**src/rtl/bram_mixed_reader.sv**
```systemverilog
// bram_mixed_reader: reads wide BRAM words and streams their narrow lanes, lane 0 first.
// Define BRAM_MIXED_READER_PREFETCH_EN to prefetch the next word for gapless output.
module bram_mixed_reader #(
    parameter int DATA_WIDTH_A = 8,
    parameter int ADDR_WIDTH_A = 10,
    parameter int ADDR_WIDTH_B = 8,
    localparam int RATIO = 1 << (ADDR_WIDTH_A - ADDR_WIDTH_B),
    localparam int DATA_WIDTH_B = DATA_WIDTH_A * RATIO
) (
    input  logic                    CLK,
    input  logic                    RST_N,
    input  logic                    START,
    input  logic [ADDR_WIDTH_B-1:0] BASE,
    input  logic [ADDR_WIDTH_B:0]   COUNT,
    output logic                    BUSY,
    output logic                    DONE,
    output logic [ADDR_WIDTH_B-1:0] RAM_ADDR,
    input  logic [DATA_WIDTH_B-1:0] RAM_DO,
    output logic [DATA_WIDTH_A-1:0] OUT_DATA,
    output logic                    OUT_VALID,
    input  logic                    OUT_READY,
    output logic                    OUT_LAST
);
`ifdef BRAM_MIXED_READER_PREFETCH_EN
    localparam bit PF = 1'b1;
`else
    localparam bit PF = 1'b0;
`endif
    localparam int LW = (ADDR_WIDTH_A > ADDR_WIDTH_B) ? ADDR_WIDTH_A - ADDR_WIDTH_B : 1;
    localparam logic [LW-1:0] LAST_LANE = LW'(RATIO - 1);
    localparam logic [ADDR_WIDTH_B:0] ONE = 1;
    localparam logic [2:0] IDLE = 3'd0, FETCH = 3'd1, LOAD = 3'd2, EMIT = 3'd3, FIN = 3'd4;
    logic [2:0]              state;
    logic [ADDR_WIDTH_B-1:0] addr;
    logic [ADDR_WIDTH_B:0]   rem;
    logic [LW-1:0]           lane;
    logic [DATA_WIDTH_B-1:0] word, nxt;
    logic                    nxt_valid, pf_pending;
    logic                    xfer, lane_end, word_done, issue;
    always_comb begin
        OUT_VALID = state == EMIT;
        BUSY      = state != IDLE;
        DONE      = state == FIN;
        xfer      = OUT_VALID && OUT_READY;
        lane_end  = lane == LAST_LANE;
        word_done = xfer && lane_end;
        OUT_LAST  = OUT_VALID && lane_end && rem == ONE;
        OUT_DATA  = word[lane*DATA_WIDTH_A +: DATA_WIDTH_A];
        // at most one word in flight beyond the one being emitted
        issue     = PF && OUT_VALID && rem > ONE && !nxt_valid && !pf_pending && !word_done;
        RAM_ADDR  = issue ? addr + ADDR_WIDTH_B'(1) : addr;
    end
    always_ff @(posedge CLK) begin
        if (!RST_N) begin
            state      <= IDLE;
            addr       <= '0;
            rem        <= '0;
            lane       <= '0;
            word       <= '0;
            nxt        <= '0;
            nxt_valid  <= 1'b0;
            pf_pending <= 1'b0;
        end else begin
            case (state)
                IDLE: if (START) begin
                    if (COUNT != '0) begin
                        addr  <= BASE;
                        rem   <= COUNT;
                        state <= FETCH;
                    end else begin
                        state <= FIN;
                    end
                end
                FETCH: state <= LOAD;
                LOAD: begin
                    word  <= RAM_DO;
                    lane  <= '0;
                    state <= EMIT;
                end
                EMIT: begin
                    if (issue) begin
                        addr       <= addr + ADDR_WIDTH_B'(1);
                        pf_pending <= 1'b1;
                    end
                    if (pf_pending) begin
                        pf_pending <= 1'b0;
                        if (!word_done) begin
                            nxt       <= RAM_DO;
                            nxt_valid <= 1'b1;
                        end
                    end
                    if (xfer) lane <= lane_end ? '0 : lane + LW'(1);
                    if (word_done) begin
                        rem <= rem - ONE;
                        if (rem == ONE) begin
                            state <= FIN;
                        end else if (nxt_valid) begin
                            word      <= nxt;
                            nxt_valid <= 1'b0;
                        end else if (pf_pending) begin
                            word <= RAM_DO;
                        end else begin
                            addr  <= addr + ADDR_WIDTH_B'(1);
                            state <= FETCH;
                        end
                    end
                end
                FIN: begin
                    nxt_valid  <= 1'b0;
                    pf_pending <= 1'b0;
                    state      <= IDLE;
                end
                default: state <= IDLE;
            endcase
        end
    end
endmodule

```
**config.mk**
```make
export PLATFORM = sky130hd
export DESIGN_NAME = bram_mixed_reader
export DESIGN_NICKNAME = d
export VERILOG_FILES = /design/src/rtl/bram_mixed_reader.sv
export SDC_FILE = /design/constraint.sdc
export NUM_CORES = 1
export LEC_CHECK = 0
export ABC_AREA = 1
export BUFFER_PORTS_ARGS = -buffer_cell sky130_fd_sc_hd__buf_2
export CORE_UTILIZATION = 50
export DETAILED_ROUTE_END_ITERATION = 6
export GPL_ROUTABILITY_DRIVEN = 0
export GPL_TIMING_DRIVEN = 1
export PLACE_DENSITY = 0.82
export SYNTH_ARGS = -nofsm -noshare
export SYNTH_HDL_FRONTEND = slang
export SYNTH_SLANG_ARGS = --single-unit
```
**constraint.sdc**
```tcl
create_clock -name CLK -period 2.7 [get_ports CLK]
set_input_delay 0.135 -clock CLK [delete_from_list [all_inputs] [get_ports CLK]]
set_output_delay 0.135 -clock CLK [all_outputs]
set_load 0.1 [all_outputs]
```
* Word-level counts from Yosys, hierarchy flattened *
Cells that the tools add are included.

storage, ports and cells
  flip-flop bits (word level) = 55
  output and inout port bits = 20
  word-level logic and storage cells = 66
  input port bits = 53

operators by class
  equality and inequality tests = 14
  shift-type cells = 1
  reductions and logical operators = 16
  add/subtract/negate cells = 3
  muxes and demuxes = 26

operators by type and width
  kind                 count
  $mux 32              3
  $pmux 32 s2          1
  $mux 8               5
  $shiftx 32x6->8      1
  $mux 9               3
  $pmux 9 s2           1
  $pmux 8 s2           1
  $mux 3               5
  $pmux 3 s4           1
  $eq 9x1->1 const B   1
  $reduce_bool 9->1    1
  $sub 9x1->9 const B  1
  $add 8x1->8 const B  1
  $ne 2x2->1 const B   4
  $reduce_and 4->1     2
  $eq 3x2->1 const B   2
  $ne 2x1->1 const B   3
  $reduce_and 3->1     2
  $reduce_and 6->1     1
  $reduce_bool 2->1    3
  $logic_and 1x1->1    4
  $mux 2               2
  $pmux 2 s2           1
  $eq 3x1->1 const B   1
  other kinds (9)      10

* Depth between registers and ports, before layout *
Gate-level depths: netlist of the first run.

  depth after elaboration = 5
  depth in mapped cells = 10
  gate-level depth less buffers = 10

* Worst setup path before layout of the first run *
OpenSTA, ideal clock, no wires.

  kind = register to output
  start = reg state[0]
  end = out OUT_LAST
  path slack = -431 ps
  data required time = 2565 ps
  data arrival time = 2996 ps
  cell stages (with the launch flop) = 7
  path buffers = 2
  cells stage by stage = dfxtp_1 nand2_1 nor2_2 buf_6 inv_4 clkbuf_1 nor3_1

on the way
  word-level cells in the longest chain between the ends = 3

ends and longest elaborated chain
  item                             RTL line  source
  from (decl)                      33        logic [2:0] state;
  from (signal assigned)           55        state <= IDLE;
  from (signal assigned)           69        state <= FETCH;
  from (signal assigned)           71        state <= FIN;
  $eq 3x2->1                       41        OUT_VALID = state == EMIT;
  $logic_and 1x1->1 (2 in series)  47        OUT_LAST = OUT_VALID && lane_end && rem == ONE;
  to (decl)                        22        output logic OUT_LAST

Every way passes these cells.

* Worst setup path in the final report of the first run *
  start = reg lane[0]
  end = out OUT_DATA[4]

on the way
  word-level cells in the longest chain between the ends = 1

ends and longest elaborated chain
  item                    RTL line  source
  from (decl)             36        logic [LW-1:0] lane;
  from (signal assigned)  92        if (xfer) lane <= lane_end ? '0 : lane + LW'(1);
  $shiftx 32x6->8         48        OUT_DATA = word[lane*DATA_WIDTH_A +: DATA_WIDTH_A];
  to (decl)               19        output logic [DATA_WIDTH_A-1:0] OUT_DATA,

Every way passes these cells.

==> results by group, run 1 <==
Setup path
  – Worst R2R Start: lane[0]
  – Critical Path End Type: primary output
  – Critical Path Fanout Max: 26
  – Delay-heaviest family, CP: buffers and inverters
  – Most frequent CP cell: a21oi_1
  – Buf+Inv Stages, Crit Path: 2
  – Critical path's largest stage delay: 0.53 ns
  – R2r setup slk: ~0.79 ns
  – Worst setup path category: reg -> out
  – Crit path from: lane[0]
  – Crit-path cells: inv_1 > o21ai_0 > a21oi_1 > a21oi_1 > buf_2
  – Critical path arrival: ~2.2 ns
  – Critical Path Start Type: register
  – Critical Path RT: between 2 and 3 ns
  – Highest-delay cell along the critical path: dfxtp_1

Detailed routing
  – Avg WL per Cell: roughly 12 um
  – Drt pass-1 iters: 4
  – Vias per cell: between 5 and 6
  – DRT iter0 DRCs: between 100 and 150
  – # DRC: 0
  – WL final: between 6000 and 7000 um
  – Detail Route Antenna Nets: 0
  – DR vias: between 2000 and 3000

STA
  – Period utilization: 0.860
  – Hold Violations, Final: 0
  – Worst slew pin tran: ~0.67 ns
  – Final max-slew violation count: 0
  – Min cycle time layout: about 2.3 ns
  – Clock Skews: just over 0.005 ns
  – Fin worst setup slack: 0.378 ns
  – Final setup violation count: 0
  – Setup TNS: 0 ns
  – Worst rel slew slack: 0.555
  – Maximum clock rate: roughly 430 MHz
  – Unrepaired setup endpoints after global routing: false

Place
  – DP Cell Count: between 500 and 600
  – Dpl ws: ~0.78 ns
  – Placed Area: ~3200 sq um
  – Port bufs: 72
  – Post-DP HPWL: between 4000 and 5000 um

Finish
  – Finished Layout Cells: approximately 580
  – Final #Nets: roughly 570
  – Diodes inserted: 0
  – Share of layout cells above drive strength 1: 0.181
  – Area Overhead vs Synth: 16.0%
  – FF/Latch Area: roughly 1100 sq um
  – Multi-input logic area: ~1400 sq um
  – # fillers: slightly below 600
  – Post-route cell area: 3330 sq um

Yosys
  – Cell area after synthesis: between 2000 and 3000 sq um
  – Synthesized flop and latch total: 54
  – Unique masters post-synth: 25
  – Syn_nets: between 500 and 600
  – Syn avg cell area: 6.40 sq um
  – Synth warnings: 0
  – Gate Count Post-Synth: roughly 450
  – Part of the Yosys area used for sequential elements: 0.376

Clock tree
  – CTS Buf Count: 5
  – Clock Tree Buf Depth: 2
  – # resized after CTS: 0
  – Post-CTS Setup Bufs: 0
  – Clock transition at path regs: about 0.10 ns
  – CTS H-tree lvls: 2
  – TritonCTS clock tree: built
  – CTS Hold Bufs: 0
  – Clock sink total: between 50 and 60
  – Clk root buf: clkbuf_8
  – Worst-Skew Late Latency: slightly above 0.3 ns

GRT
  – Initial antenna violation count: 0
  – First-pass GRT wire length: approximately 11000 um
  – GRT overflow: 0
  – Vias in the first global route: 2618
  – Total track usage: 0.233
  – Pin count of the biggest net entering global routing: 50

Die
  – Row Count: 27
  – Die area: around 6100 sq um
  – Initial Utilization: 0.522
  – CORE AREA: between 5000 and 6000 sq um
  – Die W: ~78 um
  – Num ports: 73
  – Die H: ~78 um

Min path
  – Hold_sp: RAM_DO[6]
  – Worst Hold Class: in -> reg

Power and ir drop
  – Cell area power density: around 1200 nW/um^2
  – Worst vdd ir: roughly 0.64 mV
  – Pleak: around 0.0016 uW

Job
  – MaxCap Viol Count: 0

Run status
  – Status: complete, no violations
## report_power, final
| group | switching [uW] | leakage [uW] | total [uW] | internal [uW] |
|---|---|---|---|---|
| Sequential | 199 | 0.000443 | 1270 | 1070 |
| Combinational | 1620 | 0.00109 | 2140 | 517 |
| Clock | 276 | 0.0000489 | 489 | 213 |
## cell families after synthesis
kind of cell    Yosys count  share of synthesized area
simple gates            179                      0.264
compound gates          123                      0.215
buf+inv                  88                      0.125
flops                    54                      0.376
fa+ha+maj                 4                     0.0174
xor+xnor                  1                    0.00305
## Yosys cell counts
cell	count	area (sq um)
inv_4	1	6.26
clkbuf_1	14	52.6
buf_4	1	7.51
buf_6	2	22.5
inv_2	1	3.75
nand2_2	1	6.26
xor2_1	1	8.76
dfxtp_1	54	1080
or2_2	1	6.26
nand4_4	1	21.3
nand3_2	1	10.0
nand4_1	2	12.5
nor2_2	2	12.5
nand2_4	1	11.3
a21oi_1	67	335
nor3_1	5	25.0
a31oi_1	2	12.5
nand3_1	24	120
or2_1	1	6.26
o21ai_0	54	270
buf_2	5	25.0
inv_1	64	240
ha_1	4	50.1
nor2_1	35	131
nand2_1	105	394
## metal layers
layer,vias to the layer above,share of wire,global-route usage
met5,-,0,0
met4,0,0.017,0.0849
met3,12,0.051,0.0412
met2,103,0.48,0.403
met1,1267,0.45,0.289
li1,1547,-,-
## path summary, 6_finish.rpt
kind	endpoint	depth (start not counted)
max	OUT_DATA[4]	5
min	word[6]	3
max reg2reg	rem[4]	8
min reg2reg	word[16]	2
## final cells by class
type	count	share of cell area
Clock inverter	1	0.00263
Multi-Input combinational cell	307	0.432
Timing Repair Buffer	74	0.113
Tap cell	72	0.0270
Sequential cell	54	0.324
Inverter	66	0.0751
Clock buffer	7	0.0259
## cells in the final DEF, fill, tap and decap left out, types with 4 or more instances in the layout
| cell type | synthesis | final |
|---|---|---|
| dfxtp_1 | 54 | 54 |
| o21ai_0 | 54 | 54 |
| clkbuf_8 | 0 | 6 |
| inv_1 | 64 | 64 |
| nand3_1 | 24 | 24 |
| a21oi_1 | 67 | 67 |
| nor3_1 | 5 | 4 |
| ha_1 | 4 | 4 |
| nand2_1 | 105 | 104 |
| buf_2 | 5 | 72 |
| nor2_1 | 35 | 35 |
## stage by stage
stage | hold slack, ns | util | power [uW]
finish | 0.0976 | 0.605 | 3900
global route | 0.111 | 0.605 | 4190
CTS | 0.0903 | 0.605 | 3910
detailed placement | 0.421 | 0.588 | 3420
global placement | 0.410 | 0.588 | 3360
floorplan | 0.264 | - | 3070
## flip-flops by register name, indices dropped and copies added (netlist names)
name / cells
lane: 2
state: 3
word: 32
RAM_ADDR: 8
rem: 9
## worst register-to-register path: cells and delay by family (launching register included)
kind | cells | cell delay (ns)
buf+inv | 1 | 0.11
fa+ha+maj | 1 | 0.23
simple gates | 5 | 0.64
flops | 1 | 0.53
compound gates | 1 | 0.29
Note: power is estimated with default switching activity, not from simulation.
==> run 2: changes to the inputs <==
==> constraint.sdc (replaced) <==
create_clock -name CLK -period 2.7 [get_ports CLK]
set_input_delay 0.135 -clock CLK [delete_from_list [all_inputs] [get_ports CLK]]
set_output_delay 0.135 -clock CLK [all_outputs]
set_load 0.01 [all_outputs]
==> run 2 against run 1 <==
Compared with the run above:
- worst setup slack better by 0.18 ns
- wire length down 4.4%
- first-iteration DRC count down 5.1%
==> results by group, run 2 (same netlist as run 1, synthesis figures left out) <==
Die
  – Initial Utilization: 0.522 (unchanged)
  – Die W: 77.8 um (unchanged)
  – Num ports: 73 (unchanged)
  – Die area: 6050 sq um (unchanged)
  – Row Count: 27 (unchanged)
  – CORE AREA: 5510 sq um (unchanged)
  – Die H: 77.8 um (unchanged)

Clock tree
  – Worst-Skew Late Latency: 0.30 ns (about the same)
  – CTS Buf Count: 5 (unchanged)
  – TritonCTS clock tree: built
  – Clock sink total: 54 (unchanged)
  – CTS Hold Bufs: 0 (unchanged)
  – CTS H-tree lvls: 2 (unchanged)
  – Clock Tree Buf Depth: 2 (unchanged)
  – Post-CTS Setup Bufs: 0 (unchanged)
  – Clk root buf: clkbuf_8
  – Clock transition at path regs: 0.10 ns (about the same)
  – # resized after CTS: 0 (unchanged)

STA
  – Worst slew pin tran: 0.976 ns (+0.308 ns)
  – Setup TNS: 0 ns (unchanged)
  – Maximum clock rate: 467 MHz (+8.5%)
  – Worst rel slew slack: 0.347 (-0.208)
  – Final setup violation count: 0 (unchanged)
  – Period utilization: 0.792 (-0.0676)
  – Unrepaired setup endpoints after global routing: false
  – Final max-slew violation count: 0 (unchanged)
  – Min cycle time layout: 2.14 ns (-0.183 ns)
  – Clock Skews: 0.00761 ns (+0.00251 ns)
  – Hold Violations, Final: 0 (unchanged)

Finish
  – Share of layout cells above drive strength 1: 0.179 (-0.00161)
  – Commonest cells after routing, fill and taps aside: nand2_1 (104), buf_2 (72), a21oi_1 (67)
  – Max reg flops: 32 (unchanged)
  – Final #Nets: 565 (unchanged)
  – Post-layout util: 0.608 (+0.00227)
  – # fillers: 560 (-3.6%)
  – Most common cell after layout, fill and taps aside: nand2_1
  – Area Overhead vs Synth: 16.5%
  – Diodes inserted: 0 (unchanged)
  – Top reg by flops: word

Setup path
  – Worst setup path category: reg -> out
  – R2R depth: 7 (-1)
  – Critical Path Fanout Max: 26 (unchanged)
  – Capturing point of the worst reg2reg path: rem[4]
  – Critical Path Start Type: register
  – Critical Path End Type: primary output
  – Critical Path RT: 2.57 ns (about the same)
  – R2r setup slk: 0.70 ns (-0.09 ns)
  – Worst R2R Start: state[0]
  – Critical path arrival: 2.00 ns (-0.19 ns)

Power and ir drop
  – Cell area power density: 972 nW/um^2 (-17%)
  – Worst vdd ir: 0.406 mV (-37%)
  – Pleak: 0.00159 uW (+0.56%)

GRT
  – Grt met1 use: 0.268 (-0.0212)
  – Vias in the first global route: 2455 (-6.2%)
  – GRT overflow: 0 (unchanged)
  – Pin count of the biggest net entering global routing: 67 (+34%)
  – Met3 GRT Util: 0.0318 (-0.00941)
  – Busiest grt layer: met2
  – Met2 Usage GRT: 0.386 (-0.0168)
  – Initial antenna violation count: 0 (unchanged)
  – First-pass GRT wire length: 10600 um (-6.7%)
  – Total track usage: 0.217 (-0.0162)

Detailed routing
  – Vias per cell: 4.95 (-1.7%)
  – Detail Route Antenna Nets: 0 (unchanged)
  – # DRC: 0 (unchanged)
  – DRT iter0 DRCs: 129 (-5.1%)
  – Avg WL per Cell: 11.3 um (-4.3%)
  – WL final: 6540 um (-4.4%)
  – Drt pass-1 iters: 4 (unchanged)
  – DR vias: 2873 (-1.9%)

Run status
  – Status: complete, no violations

Place
  – Post-DP HPWL: 4690 um (-6.2%)
  – Port bufs: 72 (unchanged)

Min path
  – Hold Path Cell Cnt: 3 (unchanged)
  – Worst Hold Class: in -> reg
  – Hold_sp: RAM_DO[10]
  – Endpoint, Worst Hold: word[10]

Job
  – MaxCap Viol Count: 0 (unchanged)
## run 2: cell types whose count changed in the layout (fill, tap and decap cells not counted), sizes merged
cell	delta
bufinv	+1
clkbuf	-1
inv	-1
## run 2: per-layer routing
layer  part of all wire  up-vias
met2               0.50       80
li1                   -     1545
met1               0.46     1246
met4             0.0044        0
met5                  0        -
met3              0.041        2
## run 2: worst max-delay path, cell delays in order, from the launching register on
cell and delay, ns:
dfxtp_1 0.55, inv_1 0.42, o21ai_0 0.28, a21oi_1 0.07, a21oi_1 0.20, buf_2 0.16
## run 2: final cells by class
class	count	area [sq um]	share of cell area
multi-input combinational	307	1440	0.429
sequential	54	1080	0.323
clock buffer	6	82.6	0.0247
timing repair buffer	74	375	0.112
inverter	66	250	0.0748
tap	72	90.1	0.0269
clock inverter	1	30.0	0.00898
## run 2: power by group
| part | internal, uW | total [uW] | switching [uW] |
|---|---|---|---|
| clock | 297 | 552 | 255 |
| sequential | 1070 | 1270 | 195 |
| combinational | 513 | 1430 | 920 |
| total | 1880 | 3250 | 1370 |
## run 2: metrics by stage
step	power, uW	hold WS (ns)	cells	worst slack (ns)	instance area, sq um
global placement	2660	0.411	573	0.830	3230
detailed placement	2720	0.421	573	0.760	3230
floorplan	2380	0.264	449	1.34	2870
CTS	3270	0.102	580	0.558	3350
global route	3550	0.122	580	0.427	3350
finish	3250	0.110	580	0.561	3350
## run 2: worst max path at each step
stage	to	from	cells after the start
floorplan	rem[4]	lane[1]	9
global placement	rem[4]	state[0]	7
detailed placement	rem[4]	state[0]	7
CTS	OUT_DATA[0]	lane[0]	5
global route	OUT_DATA[6]	lane[0]	5
finish	OUT_DATA[2]	lane[0]	5
==> run 3: changes to the inputs <==
--- a/config.mk
+++ b/config.mk
@@ -7,7 +7,7 @@
 export LEC_CHECK = 0
 export ABC_AREA = 1
 export BUFFER_PORTS_ARGS = -buffer_cell sky130_fd_sc_hd__buf_2
-export CORE_UTILIZATION = 50
+export CORE_UTILIZATION = 48
 export DETAILED_ROUTE_END_ITERATION = 6
 export GPL_ROUTABILITY_DRIVEN = 0
 export GPL_TIMING_DRIVEN = 1
==> constraint.sdc (replaced) <==
create_clock -name CLK -period 1.8 [get_ports CLK]
set_input_delay 0.09 -clock CLK [delete_from_list [all_inputs] [get_ports CLK]]
set_output_delay 0.09 -clock CLK [all_outputs]
set_load 0.01 [all_outputs]
==> run 3 against run 2 <==
Compared with the run above:
- sequential cell count is the same
- critical endpoint is now OUT_DATA[3]
- critical path depth is the same
- combinational power grew 59%
- clock power grew 47%
- critical path type unchanged
- wire length grew 4.9%
- worst hold slack lost 0.052 ns
- cell area grew 2.7%
- total power grew 53%
==> results by group, run 3 (same netlist as run 1, synthesis figures left out) <==
Run status
  – Status: complete, no violations

Power and ir drop
  – Worst vdd ir: 0.627 mV (+55%)
  – Combinational power share: 0.457 (+0.016)
  – Clk network pwr share: 0.163 (-0.007)
  – Sw frac: 0.424 (+0.00341)
  – Pleak: 0.00163 uW (+2.7%)
  – Sequential Power Share: 0.380 (-0.010)
  – Cell area power density: 1450 nW/um^2 (+49%)
  – Total Power: 4990 uW (+53%)
  – Int Power: 2870 uW (+53%)
  – Switching power total: 2120 uW (+55%)

Die
  – Row Count: 27 (unchanged)
  – Initial Utilization: 0.509 (-0.0125)
  – Die H: 79.4 um (+2.0%)
  – Die W: 79.4 um (+2.0%)
  – Die area: 6300 sq um (+4.1%)
  – Num ports: 73 (unchanged)
  – CORE AREA: 5640 sq um (+2.5%)

GRT
  – Grt met1 use: 0.269 (+0.00115)
  – Met2 Usage GRT: 0.415 (+0.0288)
  – Vias in the first global route: 2599 (+5.9%)
  – First-pass GRT wire length: 11200 um (+6.2%)
  – Met3 GRT Util: 0.0356 (+0.00387)
  – Busiest grt layer: met2
  – Pin count of the biggest net entering global routing: 58 (-13%)
  – Initial antenna violation count: 0 (unchanged)
  – GRT overflow: 0 (unchanged)
  – Total track usage: 0.223 (+0.00541)

Place
  – Placed Area: 3300 sq um (+1.9%)
  – DP Cell Count: 580 (+1.2%)
  – Port bufs: 72 (unchanged)
  – Post-DP HPWL: 4950 um (+5.6%)

Clock tree
  – Clock Tree Buf Depth: 2 (unchanged)
  – TritonCTS clock tree: built
  – Clk root buf: clkbuf_8
  – CTS H-tree lvls: 2 (unchanged)
  – Clock transition at path regs: 0.10 ns (about the same)
  – Post-CTS Setup Bufs: 0 (unchanged)
  – Worst-Skew Late Latency: 0.31 ns (about the same)
  – CTS Buf Count: 5 (unchanged)
  – Clock sink total: 54 (unchanged)

Detailed routing
  – # DRC: 0 (unchanged)
  – Detail Route Antenna Nets: 0 (unchanged)
  – WL final: 6860 um (+4.9%)
  – DR vias: 2930 (+2.0%)
  – Avg WL per Cell: 11.7 um (+3.5%)
  – Vias per cell: 4.98 (+0.60%)
  – Drt pass-1 iters: 4 (unchanged)
  – DRT iter0 DRCs: 176 (+36%)

STA
  – Hold Violations, Final: 0 (unchanged)
  – Final setup violation count: 0 (unchanged)
  – Worst rel slew slack: 0.736 (+0.389)
  – Final max-slew violation count: 0 (unchanged)
  – Clock Skews: 0.00624 ns (-0.00136 ns)
  – Maximum clock rate: ~590 MHz
  – Setup TNS: 0 ns (unchanged)
  – Period utilization: 0.941
  – Min cycle time layout: approximately 1.7 ns
  – Worst slew pin tran: 0.397 ns (-0.580 ns)

Finish
  – Share of layout cells above drive strength 1: 0.203 (+0.0244)
  – Post-layout util: 0.609 (+0.00119)
  – Finished Layout Cells: 588 (+1.4%)
  – Most common cell after layout, fill and taps aside: nand2_1
  – Post-route cell area: 3430 sq um (+2.7%)
  – Final #Nets: 572 (+1.2%)
  – Top reg by flops: word
  – FF/Latch Area: 1080 sq um (+0.23%)
  – Diodes inserted: 0 (unchanged)
  – Max reg flops: 32 (unchanged)
  – # fillers: 561 (+0.18%)
  – Multi-input logic area: 1450 sq um (+1.2%)
  – Commonest cells after routing, fill and taps aside: nand2_1 (105), buf_2 (72), a21oi_1 (66)
  – Area Overhead vs Synth: 19.6%

Setup path
  – Worst setup path category: reg -> out
  – Critical Path Fanout Max: 16 (-38%)
  – Delay-heaviest family, CP: buffers and inverters
  – Critical path arrival: 1.60 ns (-0.40 ns)
  – Critical Path End Type: primary output
  – Critical path's largest stage delay: 0.42 ns (-0.13 ns)
  – Crit-path cells: clkinvlp_4 > o21ai_1 > a21oi_1 > a21oi_1 > buf_2
  – Critical Path RT: 1.71 ns (-0.86 ns)
  – Buf+Inv Stages, Crit Path: 2 (unchanged)
  – Most frequent CP cell: a21oi_1
  – Critical Path Start Type: register
  – R2r setup slk: 0.25 ns (-0.45 ns)
  – Highest-delay cell along the critical path: dfxtp_1

Min path
  – Worst Hold Class: in -> reg

Job
  – MaxCap Viol Count: 0 (unchanged)
[run 3: cell types whose count changed in the layout (fill, tap and decap cells not counted), moves of 2 or more]
cell      change
buf_4         +5
o21ai_0       -3
clkinv_2      +2
dfxtp_1       -2
dfxtp_2       +2
o21ai_1       +2
[run 3: per-stage QoR]
stage               hold slack (ns)  worst slack [ns]
CTS                          0.0562           0.00866
detailed placement            0.381             0.282
finish                       0.0581             0.106
global route                 0.0651          -0.00576
global placement              0.366             0.338
floorplan                     0.219             0.443
[run 3: worst register-to-register path: stages, from the launching register on]
cell and delay (ns):
dfxtp_1 0.34, inv_1 0.08, ha_1 0.17, nand2_1 0.06, nor2_1 0.19, nand3_1 0.19
nand4_4 0.24, nand2_1 0.07, nand2_1 0.06, nor2_1 0.05
[run 3: path summary, 6_finish.rpt]
kind / from / to / depth (start not counted)
worst min-delay path: RAM_DO[28] / word[28] / 3
worst min register to register: word[17] / word[17] / 2
worst max register to register: rem[1] / RAM_ADDR[5] / 9
worst max-delay path: lane[1] / OUT_DATA[3] / 5
[run 3: final cells by class]
class	count	area share
Clock buffer	5	0.0200
Tap cell	72	0.0262
Inverter	66	0.0740
Multi-Input combinational cell	307	0.423
Sequential cell	54	0.315
Timing Repair Buffer	81	0.129
Clock inverter	3	0.0117
[run 3: metal layers]
layer  routed length [um]  share of wire
met4                   29         0.0042
met3                  321          0.047
met1                 3120           0.45
met5                    0              0
met2                 3390           0.49
[run 3: repair_timing]
action | in CTS | in global routing
gates resized for setup | 1 | 11
cloned | 0 | 0
hold buffers | 0 | 0
setup endpoints to repair | 1 | 8
[run 3: power by group through the flow]
stage / clock network [uW] / logic (uW) / registers [uW]
final: 813 / 2280 / 1900
after global routing: 872 / 2640 / 1950
after CTS: 823 / 2270 / 1890
after detailed placement: 0 / 2250 / 1910
after global placement: 0 / 2180 / 1900
after floorplan: 0 / 1700 / 1880
